## src/rtl/cache_assoc_controller.sv

```systemverilog
// cache_assoc_controller
//   Control FSM for an N-way set-associative cache. It sits between the
//   pipeline memory stage, the cache data/tag arrays and a fixed-latency
//   main memory. Lookup runs over all ways in parallel. The victim is the
//   lowest invalid way, or the round-robin pointer when the set is full.
//   Misses run an optional multi-word write-back, then an overlapped
//   issue/install line fill.
// Ports
//   clk, rst            clock; synchronous active-low reset
//   global_rd/wr        pipeline request, held until done
//   hit, valid, dirty   per-way lookup results for the indexed set
//   cache_err, mem_err  array / memory fault flags
//   way_sel, comp       way enables and tag-compare mode to the arrays
//   cache_write         cache write strobe
//   cache_offset        word offset into the cache line
//   mem_rd, mem_wr      memory read / write issue
//   mem_offset          word offset of the memory access
//   wb_tag_sel          memory tag comes from the victim (1) or the request (0)
//   stall, done         pipeline handshake (done is a one-cycle pulse)
//   global_hit, err     completion status, valid with done
module cache_assoc_controller #(
  parameter int NUM_WAYS       = 2,
  parameter int WORDS_PER_LINE = 4,
  parameter int MEM_LATENCY    = 2
) (
  input  logic                              clk,
  input  logic                              rst,
  input  logic                              global_rd,
  input  logic                              global_wr,
  input  logic [NUM_WAYS-1:0]               hit,
  input  logic [NUM_WAYS-1:0]               valid,
  input  logic [NUM_WAYS-1:0]               dirty,
  input  logic                              cache_err,
  input  logic                              mem_err,
  output logic [NUM_WAYS-1:0]               way_sel,
  output logic                              comp,
  output logic                              cache_write,
  output logic [$clog2(WORDS_PER_LINE)-1:0] cache_offset,
  output logic                              mem_rd,
  output logic                              mem_wr,
  output logic [$clog2(WORDS_PER_LINE)-1:0] mem_offset,
  output logic                              wb_tag_sel,
  output logic                              stall,
  output logic                              done,
  output logic                              global_hit,
  output logic                              err
);
  localparam int WAY_W = $clog2(NUM_WAYS);
  localparam int OFF_W = $clog2(WORDS_PER_LINE);
  localparam logic [OFF_W-1:0] LAST_WORD = OFF_W'(WORDS_PER_LINE - 1);
  localparam logic [2:0]       LAT       = 3'(MEM_LATENCY);

  typedef enum logic [2:0] {
    S_IDLE, S_HIT_DONE, S_WB, S_FILL, S_FINAL, S_MISS_DONE, S_ERR
  } state_t;

  state_t             state_q, state_d;
  logic [WAY_W-1:0]   vp_q, vp_d;
  logic [WAY_W-1:0]   way_q, way_d;
  logic [OFF_W-1:0]   wc_q, wc_d;
  logic [OFF_W-1:0]   ic_q, ic_d;
  logic               iss_done_q, iss_done_d;
  logic [2:0]         dly_q, dly_d;

  logic [WAY_W-1:0]    victim;
  logic [WAY_W-1:0]    hit_way;
  logic [NUM_WAYS-1:0] way_oh;
  logic                fault;

  // Lowest-index set bit of vec, or fallback when vec is all zero.
  function automatic logic [WAY_W-1:0] first_set(input logic [NUM_WAYS-1:0] vec,
                                                  input logic [WAY_W-1:0]    fallback);
    logic [WAY_W-1:0] sel;
    logic             found;
    sel   = fallback;
    found = 1'b0;
    for (int i = 0; i < NUM_WAYS; i++) begin
      if (vec[i] && !found) begin
        sel   = WAY_W'(i);
        found = 1'b1;
      end
    end
    return sel;
  endfunction

  assign victim  = first_set(~valid, vp_q);
  assign hit_way = first_set(hit & valid, '0);
  assign way_oh  = {{(NUM_WAYS-1){1'b0}}, 1'b1} << way_q;
  assign fault   = cache_err | mem_err;

  always_ff @(posedge clk) begin
    if (!rst) begin
      state_q    <= S_IDLE;
      vp_q       <= '0;
      way_q      <= '0;
      wc_q       <= '0;
      ic_q       <= '0;
      iss_done_q <= 1'b0;
      dly_q      <= '0;
    end else begin
      state_q    <= state_d;
      vp_q       <= vp_d;
      way_q      <= way_d;
      wc_q       <= wc_d;
      ic_q       <= ic_d;
      iss_done_q <= iss_done_d;
      dly_q      <= dly_d;
    end
  end

  always_comb begin
    state_d      = state_q;
    vp_d         = vp_q;
    way_d        = way_q;
    wc_d         = wc_q;
    ic_d         = ic_q;
    iss_done_d   = iss_done_q;
    dly_d        = dly_q;
    way_sel      = '0;
    comp         = 1'b0;
    cache_write  = 1'b0;
    cache_offset = '0;
    mem_rd       = 1'b0;
    mem_wr       = 1'b0;
    mem_offset   = '0;
    wb_tag_sel   = 1'b0;
    stall        = 1'b1;
    done         = 1'b0;
    global_hit   = 1'b0;
    err          = 1'b0;
    case (state_q)
      S_IDLE: begin
        stall   = 1'b0;
        comp    = 1'b1;
        way_sel = '1;
        // Requests are ignored while reset is held so no strobe leaks out.
        if (rst && global_rd && global_wr) begin
          state_d = S_ERR;
        end else if (rst && (global_rd || global_wr)) begin
          if (|(hit & valid)) begin
            way_d       = hit_way;
            cache_write = global_wr;
            state_d     = S_HIT_DONE;
          end else begin
            way_d      = victim;
            wc_d       = '0;
            ic_d       = '0;
            iss_done_d = 1'b0;
            dly_d      = '0;
            state_d    = (valid[victim] && dirty[victim]) ? S_WB : S_FILL;
          end
        end
      end
      S_HIT_DONE: begin
        done       = 1'b1;
        global_hit = 1'b1;
        way_sel    = way_oh;
        vp_d       = vp_q + WAY_W'(1);
        state_d    = S_IDLE;
      end
      S_WB: begin
        way_sel      = way_oh;
        cache_offset = wc_q;
        mem_wr       = 1'b1;
        mem_offset   = wc_q;
        wb_tag_sel   = 1'b1;
        if (wc_q == LAST_WORD) begin
          wc_d    = '0;
          state_d = S_FILL;
        end else begin
          wc_d = wc_q + OFF_W'(1);
        end
        if (fault) state_d = S_ERR;
      end
      S_FILL: begin
        // Issue side: one read per cycle until the whole line is requested.
        if (!iss_done_q) begin
          mem_rd     = 1'b1;
          mem_offset = ic_q;
          if (ic_q == LAST_WORD) iss_done_d = 1'b1;
          else                   ic_d       = ic_q + OFF_W'(1);
        end
        // Install side: trails the issue side by the memory latency.
        if (dly_q == LAT) begin
          cache_write  = 1'b1;
          way_sel      = way_oh;
          cache_offset = wc_q;
          if (wc_q == LAST_WORD) begin
            wc_d       = '0;
            ic_d       = '0;
            iss_done_d = 1'b0;
            dly_d      = '0;
            state_d    = S_FINAL;
          end else begin
            wc_d = wc_q + OFF_W'(1);
          end
        end else begin
          dly_d = dly_q + 3'd1;
        end
        if (fault) state_d = S_ERR;
      end
      S_FINAL: begin
        // Re-access the freshly filled line in compare mode; a write merges here.
        comp        = 1'b1;
        way_sel     = way_oh;
        cache_write = global_wr;
        state_d     = fault ? S_ERR : S_MISS_DONE;
      end
      S_MISS_DONE: begin
        done    = 1'b1;
        vp_d    = vp_q + WAY_W'(1);
        state_d = S_IDLE;
      end
      S_ERR: begin
        done    = 1'b1;
        err     = 1'b1;
        state_d = S_IDLE;
      end
      default: state_d = S_IDLE;
    endcase
  end

endmodule
```

## config.mk

```make
export PLATFORM = sky130hd
export DESIGN_NAME = cache_assoc_controller
export DESIGN_NICKNAME = d
export VERILOG_FILES = /design/src/rtl/cache_assoc_controller.sv
export SDC_FILE = /design/constraint.sdc
export NUM_CORES = 1
export LEC_CHECK = 0
export CAP_MARGIN = 20
export CORE_ASPECT_RATIO = 0.9
export CORE_UTILIZATION = 51
export CTS_CLUSTER_DIAMETER = 30
export DETAILED_ROUTE_END_ITERATION = 6
export GPL_TIMING_DRIVEN = 0
export PLACE_DENSITY = 0.95
export SYNTH_ARGS = -nofsm -noshare
export SYNTH_HDL_FRONTEND = slang
export SYNTH_SLANG_ARGS = --single-unit
```

## constraint.sdc

```tcl
create_clock -name clk -period 3.8 [get_ports clk]
set_clock_uncertainty 0.2 [all_clocks]
set_input_delay 0.76 -clock clk [delete_from_list [all_inputs] [get_ports clk]]
set_output_delay 0.76 -clock clk [all_outputs]
set_load 0.005 [all_outputs]
```

Word-level counts from Yosys, hierarchy flattened:

Index checks and enable logic that the tools add are counted.

* bits in registers: 13
* bits of input ports: 12
* output and inout bits: 15
* word-level logic and storage cells: 122

* add/sub/neg operators: 4
* order comparisons: 1
* eq/ne operators: 18
* shifts and indexed selects: 1
* muxes and demuxes: 65
* bitwise logic cells: 4
* reductions and logical operators: 22

Operators by type and width (count)
* $mux W3: 12
* $mux W1: 30
* $mux W2: 14
* $ne A3 B3 Y1 const B: 5
* $pmux W2 S2: 3
* $pmux W2 S3: 2
* $pmux W3 S4: 1
* $reduce_and A5 Y1: 2
* $eq A3 B2 Y1 const B: 3
* $eq A3 B3 Y1 const B: 3
* $ne A2 B2 Y1 const B: 4
* $reduce_and A4 Y1: 2
* $logic_and A1 B1 Y1: 6
* $pmux W3 S2: 1
* $reduce_or A2 Y1: 3
* $reduce_or A3 Y1: 2
* $add A2 B1 Y2 const B: 2
* $eq A2 B2 Y1 const B: 2
* $add A3 B1 Y3 const B: 1
* $eq A3 B1 Y1 const B: 1
* $logic_not A3 Y1: 1
* $pmux W1 S3: 1
* $reduce_and A3 Y1: 1
* $reduce_bool A3 Y1: 1
* 11 further kinds: 12

Longest topological paths before layout:

* depth in word-level cells: 13
* mapped depth: 5
* mapped depth without buffers: 4

Worst setup path before layout:

OpenSTA, ideal clock, no wires.

* kind: input to output
* from: input port hit[0]
* to: output port cache_write
* arrival: 1.250 ns
* required time: 2.840 ns
* path slack: 1.590 ns
* stages: 3
* path buffers: 0
* cells stage by stage: a22o_1 -> a31oi_1 -> o22ai_1

* cells in the longest elaborated chain, start to end: 6

RTL lines
* start, declared: RTL line 30 `input logic [NUM_WAYS-1:0] hit,`
* $and A2 B2 Y2: RTL line 140 `if (|(hit & valid)) begin`
* $reduce_or A2 Y1: RTL line 140
* $mux W1: RTL line 140
* $mux W1: RTL line 139 `end else if (rst && (global_rd || global_wr)) begin`
* $mux W1: RTL line 137 `if (rst && global_rd && global_wr) begin`
* $pmux W1 S3: RTL line 131 `case (state_q)`
* end, declared: RTL line 37 `output logic cache_write,`

Every way passes these cells.

Worst setup path in the final report:

* from: input port hit[1]
* to: output port cache_write

Same word-level chain as after synthesis.

==> results.ini <==
[sta]
worstMarginPinSlew_ns=0.465
fmax_ghz=0.301
setup_viol=0
tns_ns=0
hold_violations=0
finalCriticalPeriod_ns=3.32
slew_headroom_pct=69.0
finalCritPeriodShare_pct=87.5
rsz0062_at_grt=false
drv_slew=0

[route]
first_pass_iters=4
wl_met2_um=1300
top_layer=met4
drtAntennaViolNets=0
wire_per_inst_um=14.7
vias_per_cell=6.14
met3_length_um=249
routed_wl_um=2670
drt_first_iter_violations=87
vias=1111
drc=0
m1WireLength_um=1070

[clocking]
numCtsBuffers=3
path_clk_slew_ns=0.07
cts_setup_buffers=0
cts_tree=built
clkSinkCount=13
cts_buffer_depth=2
cts_hold_buf=0
ctsResizeCount=0
h-tree-depth=1
cts_root_buf=clkbuf_4
clock_latency_ns=0.28

[floorplan]
die_h_um=44.2
io_pins=27
dieArea_um2=2160
die_w_um=48.9
row_count=14
coreArea_um2=1770
start_util_pct=57.0

[power]
cellPowerDensity_nw_per_um2=602
power_mw=0.791
ir_worst_vdd_v=0.000489
leakage_nw=0.480

[finish]
area_growth_pct=30.4
layout-drive-gt1-share_pct=7.64
num_antenna_cells=0
fin_nets=171

[placed_design]
dp_hpwl_um=2020
gp_congestion=0.900
portBuffers=25

[worst_setup_path]
criticalPathCategory=input port to output pin
cp-start-kind=input port
critical_path_required_ns=2.84
path_max_fanout=5
cp-end-kind=output pin
cp.arrival_ns=2.36

[global_route]
grt_util_all_layers_pct=27.3
grt_antenna_before_repair=0
grt_max_degree=11
grt_remaining_overflow=0
first_global_vias=986
grt_first_pass_wirelength_um=4430

[synthesis]
synth_cells=128
ys_warn_count=0
synth_edf_count=0
ys_ff_latch=13
syn_area_um2=1010
syn_area_per_cell_um2=7.88
synth.distinct_cells=48
synthArstFlopShare_pct=0
syn-num-nets=141
seq_area_frac_synth_pct=25.8
synth_flop_cell=dfxtp_1

[min_path]
min_path_type=flip-flop to flip-flop

[flow_run]
cap_violations=0

[outcome]
status=finished, final reports clean

-- worst max-delay path, cell delays in order --
cell	delay [ns]
clkdlybuf4s50_1	0.56
a22o_1	0.22
a31oi_1	0.10
o22ai_1	0.19
clkdlybuf4s50_1	0.54
-- state kept, by name (all words and copies together) (netlist names) --
| register | count |
|---|---|
| dly_q | 3 |
| state_q | 3 |
| ic_q | 2 |
| wc_q | 2 |
| iss_done_q | 1 |
| vp_q | 1 |
| way_q | 1 |
-- metrics by stage --
stage | setup WS (ns) | utilization [%] | cells | instance area [µm²] | hold WS (ns)
floorplan | 1.59 | - | 128 | 1010 | 0.264
global placement | 0.588 | 72.8 | 177 | 1290 | 0.284
detailed placement | 0.491 | 72.8 | 177 | 1290 | 0.294
CTS | 0.489 | 74.3 | 181 | 1320 | 0.306
global route | 0.429 | 74.3 | 181 | 1320 | 0.332
finish | 0.476 | 74.3 | 181 | 1320 | 0.305
-- worst paths after layout --
path	cells after the start	endpoint	slack, ns	start
worst max-delay path	5	cache_write	0.48	hit[1]
worst max register to register	4	wc_q[0]$_SDFFE_PN0P_	1.99	dly_q[0]$_SDFFE_PN0P_
worst min register to register	2	dly_q[2]$_SDFFE_PN0P_	0.30	dly_q[2]$_SDFFE_PN0P_
worst min-delay path	2	dly_q[2]$_SDFFE_PN0P_	0.30	dly_q[2]$_SDFFE_PN0P_
-- placed cells by master (no fill, tap or decap), types with 3 or more instances in the layout --
master and n:
clkdlybuf4s50_1 25, nor2_1 13, dfxtp_1 13, a21oi_1 10, nand2_1 9, clkbuf_1 6, nor3_1 6, mux2i_1 5
o21ai_1 4, nand2b_1 3, o21a_1 3, inv_1 3, a22o_1 3, o22ai_1 3, o32ai_1 3, a211oi_1 3
clkbuf_4 3
-- layout make-up --
type                            instances  area, µm²
Buffer                                  8       42.5
Clock buffer                            4       26.3
Fill cell                             138        454
Inverter                                4       15.0
Multi-Input combinational cell        103        691
Sequential cell                        13        260
Tap cell                               24       30.0
Timing Repair Buffer                   25        250
-- metal layers --
metal,global-route usage [%],vias to the layer above
met5,0,-
met4,10.6,0
met3,7.56,8
met2,46.9,60
met1,32.9,505
li1,-,538
-- kinds of logic after synthesis --
family	count (synthesis)	share of synthesized area (%)
compound gates	43	31.1
buf+inv	12	5.71
mux	6	6.08
fa+ha+maj	1	1.24
flops	13	25.8
xor+xnor	4	3.47
simple gates	49	26.6
-- Yosys cell counts (all sizes together) (2+ instances only) --
| cell | n | share of area [%] |
|---|---|---|
| a211oi | 3 | 2.2 |
| a21boi | 2 | 1.5 |
| a21oi | 10 | 5.0 |
| a22o | 3 | 2.6 |
| a31oi | 2 | 1.2 |
| a41oi | 2 | 1.7 |
| and2 | 2 | 1.2 |
| buf | 3 | 2.4 |
| clkbuf | 5 | 1.9 |
| dfxtp | 13 | 26 |
| inv | 4 | 1.5 |
| mux2i | 5 | 5.0 |
| nand2 | 9 | 3.3 |
| nand2b | 3 | 1.9 |
| nand3 | 2 | 0.99 |
| nand3b | 2 | 1.5 |
| nor2 | 13 | 4.8 |
| nor2b | 2 | 1.2 |
| nor3 | 6 | 3.0 |
| nor3b | 2 | 1.5 |
| o21a | 4 | 3.7 |
| o21ai | 5 | 2.5 |
| o22ai | 3 | 1.9 |
| o31ai | 2 | 2.9 |
| o32ai | 3 | 2.6 |
| or4b | 2 | 2.4 |
| xnor2 | 2 | 1.7 |
| xor2 | 2 | 1.7 |
-- where the power goes --
group          internal (mW)  leakage (nW)  switching, mW
logic                  0.255         0.359          0.251
clock network         0.0408        0.0150         0.0456
registers              0.163         0.106         0.0354
Note: power is estimated with default switching activity, not from simulation.
